File: config.mk
export PLATFORM = sky130hd
export DESIGN_NAME = comm_master
export DESIGN_NICKNAME = d
export VERILOG_FILES = /design/src/rtl/comm_master.sv
export SDC_FILE = /design/constraint.sdc
export NUM_CORES = 1
export LEC_CHECK = 0
export ABC_AREA = 1
export CAP_MARGIN = 0
export CORE_AREA = 2 2 73 75
export DETAILED_ROUTE_END_ITERATION = 8
export DIE_AREA = 0 0 75 77
export GPL_TIMING_DRIVEN = 0
export PLACE_DENSITY = 0.89
export SLEW_MARGIN = 10
export SYNTH_ARGS = -nofsm -noshare
export SYNTH_HDL_FRONTEND = slang
export SYNTH_SLANG_ARGS = --single-unit
File: constraint.sdc
create_clock -name clk -period 2.3 [get_ports clk]
set_input_delay 0.345 -clock clk [delete_from_list [all_inputs] [get_ports clk]]
set_output_delay 0.345 -clock clk [all_outputs]
set_load 0.005 [all_outputs]
File: src/rtl/comm_master.sv
// Host-side command initiator: sends a 16-bit command as two 8N1 frames
// (high byte first), then captures the single response byte.
module comm_master #(
  parameter int unsigned BAUD_DIV = 2604
) (
  input  logic        clk,
  input  logic        rst,
  input  logic [15:0] cmd,
  input  logic        snd_cmd,
  input  logic [7:0]  rx_data,
  input  logic        rx_rdy,
  output logic        clr_rx_rdy,
  output logic        TX,
  output logic        cmd_cmplt,
  output logic [7:0]  resp,
  output logic        resp_rdy,
  output logic        busy
);

  typedef enum logic [1:0] {
    IDLE,
    TX_HIGH,
    TX_LOW,
    WAIT_RESP
  } state_t;

  localparam logic [15:0] BAUD_LAST = 16'(BAUD_DIV - 1);

  state_t      state;
  logic [9:0]  shifter;
  logic [15:0] baud_cnt;
  logic [3:0]  bit_cnt;
  logic [7:0]  low_byte;
  logic        baud_done;
  logic        frame_done;

  assign baud_done  = (baud_cnt == BAUD_LAST);
  assign frame_done = baud_done && (bit_cnt == 4'd9);

  always_ff @(posedge clk) begin
    if (rst) begin
      state      <= IDLE;
      shifter    <= 10'h3ff;
      baud_cnt   <= 16'd0;
      bit_cnt    <= 4'd0;
      low_byte   <= 8'h00;
      TX         <= 1'b1;
      busy       <= 1'b0;
      cmd_cmplt  <= 1'b0;
      clr_rx_rdy <= 1'b0;
      resp_rdy   <= 1'b0;
      resp       <= 8'h00;
    end else begin
      cmd_cmplt  <= 1'b0;
      clr_rx_rdy <= 1'b0;
      unique case (state)
        IDLE: begin
          if (snd_cmd) begin
            low_byte   <= cmd[7:0];
            shifter    <= {1'b1, cmd[15:8], 1'b0};
            TX         <= 1'b0;
            baud_cnt   <= 16'd0;
            bit_cnt    <= 4'd0;
            resp_rdy   <= 1'b0;
            clr_rx_rdy <= 1'b1;
            busy       <= 1'b1;
            state      <= TX_HIGH;
          end
        end
        TX_HIGH, TX_LOW: begin
          if (!baud_done) begin
            baud_cnt <= baud_cnt + 16'd1;
          end else begin
            baud_cnt <= 16'd0;
            if (!frame_done) begin
              shifter <= {1'b1, shifter[9:1]};
              TX      <= shifter[1];
              bit_cnt <= bit_cnt + 4'd1;
            end else if (state == TX_HIGH) begin
              // Back-to-back frames: low start bit follows the stop bit
              shifter <= {1'b1, low_byte, 1'b0};
              TX      <= 1'b0;
              bit_cnt <= 4'd0;
              state   <= TX_LOW;
            end else begin
              TX        <= 1'b1;
              bit_cnt   <= 4'd0;
              cmd_cmplt <= 1'b1;
              state     <= WAIT_RESP;
            end
          end
        end
        WAIT_RESP: begin
          if (rx_rdy) begin
            resp       <= rx_data;
            resp_rdy   <= 1'b1;
            clr_rx_rdy <= 1'b1;
            busy       <= 1'b0;
            state      <= IDLE;
          end
        end
        default: begin
          TX    <= 1'b1;
          busy  <= 1'b0;
          state <= IDLE;
        end
      endcase
    end
  end

endmodule
After elaboration in Yosys (flattened, before gate mapping)
Cells that the tools add are included.
{ "totals": {"ff_bits": 53, "in_bits": 28, "out_inout_bits": 13, "word_cells": 70} }
{ "classes": {"n_addsub": 2, "n_eq_ne": 10, "n_mux": 31, "bitwise_logic": 3, "n_reduce_logical": 13} }
{ "ops": {"columns": ["op", "count"], "rows": [
  ["10-bit 2-to-1 mux", 4],
  ["16-bit 2-to-1 mux", 2],
  ["16-bit one-hot mux with 2 select lines", 1],
  ["10-bit one-hot mux with 2 select lines", 1],
  ["16-bit by 1-bit adder with 16-bit output, second input constant", 1],
  ["16-bit by 12-bit == test with 1-bit output, second input constant", 1],
  ["4-bit 2-to-1 mux", 3],
  ["1-bit 2-to-1 mux", 10],
  ["2-bit 2-to-1 mux", 4],
  ["2-bit != test, second input constant", 4],
  ["1-bit one-hot mux with 2 select lines", 4],
  ["4-bit one-hot mux with 2 select lines", 1],
  ["4-bit AND reduction", 2],
  ["2-bit one-hot mux with 3 select lines", 1],
  ["2-bit AND reduction", 3],
  ["3-bit AND reduction", 2],
  ["4-bit by 1-bit adder with 4-bit output, second input constant", 1],
  ["2-bit == test, second input constant", 2],
  ["4-bit == test, second input constant", 1],
  ["2-bit nonzero test", 2],
  ["4-bit OR reduction", 1],
  ["3-bit != test, second input constant", 1],
  ["1-bit NOT", 3],
  ["2-bit by 1-bit == test with 1-bit output, second input constant", 1],
  ["3 further kinds", 3]
]} }

Longest topological paths before layout
{ "logic_depth": {"word_depth": 5, "mapped_depth": 13, "ltp_nobuf": 11} }

Worst setup path before layout
OpenSTA, ideal clock, no wires.
{ "synth_timing": {"path_kind": "register to register", "start": "register state[0]", "end": "register shifter[5]", "arrival_ps": 1614, "setup_slack_ps": 569, "stages_incl_launch_ff": 12, "path_buffers": 2, "synth_period_minus_slack_ps": 1731, "cell_sequence": "dfxtp_1 inv_1 ha_1 buf_4 inv_2 nand2_1 nand2_1 buf_4 a21oi_4 nand2_4 a21oi_1 nand2_1"} }
{ "synth_between": {"elab_chain_len": 4, "word_cells_on_any_way": 10, "classes_between": "5 x eq/ne; 1 x mux; 4 x reduce/logical"} }
{ "synth_lines": {"columns": ["element", "line_no", "source"], "rows": [
  ["start: declaration", "29", "state_t state;"],
  ["start signal: assignment", "42", "state <= IDLE;"],
  ["start signal: assignment", "67", "state <= TX_HIGH;"],
  ["start signal: assignment", "84", "state <= TX_LOW;"],
  ["2-bit by 1-bit == test with 1-bit output or 2-bit == test (tied branches)", "56, 79", null],
  ["2-bit OR reduction", "56", "unique case (state)"],
  ["3-bit != test (no source line) (tied with other cells)", null, null],
  ["4-bit AND reduction (no source line)", null, null],
  ["end signal: assignment", "60", "shifter <= {1'b1, cmd[15:8], 1'b0};"],
  ["end signal: assignment", "76", "shifter <= {1'b1, shifter[9:1]};"],
  ["end signal: assignment", "81", "shifter <= {1'b1, low_byte, 1'b0};"],
  ["end: declaration", "30", "logic [9:0] shifter;"]
]} }
Parallel ways exist; a longest one is shown, timed or not.
A chain may end at the register's enable or synchronous reset.

Worst setup path in the final report
{ "layout_timing": {"start": "register state[0]", "end": "register shifter[4]"} }
The elaborated chain is that of the path after synthesis.

==> summary.md <==
The run finished with clean final reports. The logs give 0 for the hold buffer count at cts and 51.4% for the initial cell density of the core. Final design utilization: 63.1%.

By instance count, the cell type seen most on the critical path is nand2_1. Headroom to the max-slew limit came out at 66.7%. Of the cells placed in the final design, the portion with a size suffix greater than 1 is 7.31%. For the first-iteration detailed-routing DRC count, the log shows 115. Counting along the longest clock path gives a buffer depth of 2. The root buffer cell chosen for the clock tree is clkbuf_8.

The post-synthesis share of cell area spent on full adders, half adders and majority gates came out at 2.94%. The tools report the net count after synthesis as 412. The core region area came out at 4980 um^2. The final count of hold timing violations is 0. The synthesized cell area came out at 2560 um^2. The clock transition time at the flip-flop clock pins of the worst setup and hold paths was 0.09 ns. The slowest stage of the critical path is the dfxtp_1 cell. After detailed routing, the total wire length is 5.72 mm. The deepest level of the CTS H-tree is 2, and the post-synthesis sequential element count is 51. The tools report the number of warnings issued by yosys as 0. The area growth from synthesis to layout is 22.8%. The worst path in the final design needs a cycle of 1.99 ns, including I/O delays and setup.

The die is 75 um wide. Summing the areas of all xor and xnor instances in the mapped netlist gives 2.40% of the synthesized area. The floorplan step defined a die boundary enclosing 5780 um^2. TritonCTS built the clock tree. For the max-slew violation count, the log shows 0.

The multiplexer fraction of the synthesized cell area came out at 0%. The setup path with the least slack is of type reg -> reg. The floorplan has 26 rows. The share of the Yosys chip area taken by registers is 39.9%. The first global-routing pass estimated 10.0 mm of wire.

The gate count after technology mapping was 378. 41 I/O pins were placed. Overall power of the completed layout: 0.00323 W. For the final database, setup skew stands at 0.00610 ns. Setup total negative slack on the finished layout was measured at 0 ns.

In the global route stage, overall resource usage came out at 21.8%. In the routed design, unresolved DRC markers number 0. Input and output buffers added on the ports amount to 39.

The number of clock buffers added by TritonCTS is 5. For this run, the detailed router's first-pass iteration total came to 4. At the end of routability-driven placement, the weighted congestion stood at 0.896. Setup repair after global routing left no endpoint under its margin. After legalization and detailed placement, the total HPWL measured 4.28 mm.

Endpoint type of the worst setup path: a register. Once detail routing completed, the nets flagged for antenna violations numbered 0. The routed via count divided by cell count works out to 4.98. The tool flagged a number of max-cap violations equal to 0. The critical path goes through inv_1, ha_1, buf_4, inv_2, nand2_1, nand2_1, buf_4, a21oi_4, nand2_4, a21oi_1, nand2_1. The post-route fraction of the period consumed by the critical path was 86.6%; the number of antenna repair diodes was 0. Hold timing on the final database bottoms out at a slack of 0.474 ns. After synthesis, the largest family of logic cells by area is simple AND/OR/NAND/NOR gates. At the worst endpoint, the arrival time is 2.20 ns. The total power density per cell area was 1030 nW/um^2. The mean routed wirelength per cell is 11.6 um, and the highest net fanout along the worst path is 10. For the initial antenna violation count, the log shows 0. The number of setup buffers added after CTS is 0. The synthesized netlist devotes 10.6% of its cell area to compound gates.

The type of the tightest min-delay check was reg -> reg. Averaged over all synthesized cells, the footprint is 6.77 um^2. STA puts the critical path data required time at 2.51 ns. For this design the static power due to leakage is 1.28 nW. The maximum cell stage delay along the critical path works out to 0.41 ns. The run gives 2,361 as the via count of the first global-routing pass. At the pin with the least slew margin, the transition time is 0.499 ns. The later pin in the worst-skew pair is clocked with a latency of 0.31 ns. The count of cell types in the netlist was 28; the global route total overflow was 0.

In this run, post-CTS repair resized a total of 0 instances. VDD sags by at most 0.626 mV. The final-report setup violation count was 0; the detailed-route via count was 2,460. The total clock sinks was 51. Derived from the worst setup path, the maximum achievable clock frequency is 0.502 GHz. For the largest net degree at the start of global routing, the log shows 16.

Of the total synthesized cell area, the portion taken by AND, OR, NAND and NOR gates is 36.1%. Die outline height: 77 um. The layout filler cell count came out at 418. The worst setup path is launched from a register.

For this run, the post-layout net count is 458.
power by group:
group	total [W]	switching, W	leakage [nW]	internal (W)
registers	0.00114	0.0000895	0.417	0.00105
logic	0.00148	0.000929	0.810	0.000547
clock network	0.000615	0.000297	0.0502	0.000318
layout by cell type, fill, tap and decap left out, types with 4 or more instances in the layout:
cell             synthesis  routed
nand4_1                  8       8
nand3_1                 34      34
clkbuf_1                 6       6
nor2_1                  68      68
xor2_1                   7       7
clkbuf_8                 0       5
ha_1                     6       6
o21ai_0                 20      20
inv_1                   28      28
nor2_2                   4       4
a21oi_1                 20      20
nand2_1                 92      92
clkdlybuf4s50_1          0      39
inv_2                    8       8
dfxtp_1                 51      51
through the flow:
stage | cells | worst slack, ns | area, um^2
6_report | 494 | 0.307 | 3140
2_1_floorplan | 378 | 0.569 | 2560
4_1_cts | 494 | 0.312 | 3140
5_1_grt | 494 | 0.118 | 3140
3_5_place_dp | 487 | 0.289 | 3040
3_3_place_gp | 487 | 0.329 | 3040
state kept, by name (all words and copies together), names as in the netlist:
| register | flops |
|---|---|
| resp | 8 |
| state | 2 |
| cmd_cmplt | 1 |
| low_byte | 8 |
| clr_rx_rdy | 1 |
| baud_cnt | 16 |
| TX | 1 |
| shifter | 8 |
| bit_cnt | 4 |
| resp_rdy | 1 |
| busy | 1 |
worst paths after layout:
check	startpoint	end	slack (ns)	depth (start not counted)
min reg2reg	shifter[5]	shifter[5]	0.47	2
max reg2reg	state[0]	shifter[4]	0.31	11
min	shifter[5]	shifter[5]	0.47	2
max	state[0]	shifter[4]	0.31	11
kinds of logic after synthesis:
kind of cell | after synthesis
adder cells (fa/ha/maj) | 6
buffers and inverters | 50
flip-flops | 51
AND/OR/NAND/NOR | 215
AO/OA/AOI/OAI | 49
XOR/XNOR | 7
cell usage after synthesis (all sizes together):
| cell type | instances | area share (%) |
|---|---|---|
| buf | 6 | 1.4 |
| o22ai | 1 | 0.24 |
| nor3 | 3 | 0.59 |
| nand3 | 35 | 7.0 |
| o21bai | 2 | 0.59 |
| dfxtp | 51 | 40 |
| nor2 | 74 | 12 |
| inv | 36 | 5.3 |
| a21oi | 21 | 4.6 |
| a211oi | 3 | 0.88 |
| nand2 | 94 | 14 |
| xor2 | 7 | 2.4 |
| clkinv | 2 | 0.49 |
| nand4 | 8 | 2.0 |
| clkbuf | 6 | 0.88 |
| o21ai | 22 | 4.3 |
| nor3b | 1 | 0.29 |
| ha | 6 | 2.9 |
area by class of cell:
class	instances	area [um^2]	area share, %
timing repair buffer	39	390	12.4
clock buffer	5	68.8	2.19
buffer	12	58.8	1.87
clock inverter	2	37.5	1.19
inverter	38	148	4.70
sequential	51	1020	32.5
multi-input combinational	277	1330	42.3
tap	70	87.6	2.79
critical path, delay by kind of cell (launching register included):
kind	cells	cell delay (ns)
and+or+nand+nor	4	0.34
buffers and inverters	4	0.45
AOI/OAI and AO/OA	2	0.42
adders and majority gates	1	0.27
DFF	1	0.41
layer usage:
metal / part of all wire [%] / vias up / global-route usage [%]
li1: - / 1295 / -
met1: 44 / 1098 / 27.4
met2: 50 / 59 / 36.1
met3: 4.5 / 8 / 4.86
met4: 1.4 / 0 / 7.32
met5: 0 / - / 0
No activity file was read; power rests on OpenSTA's default activity.
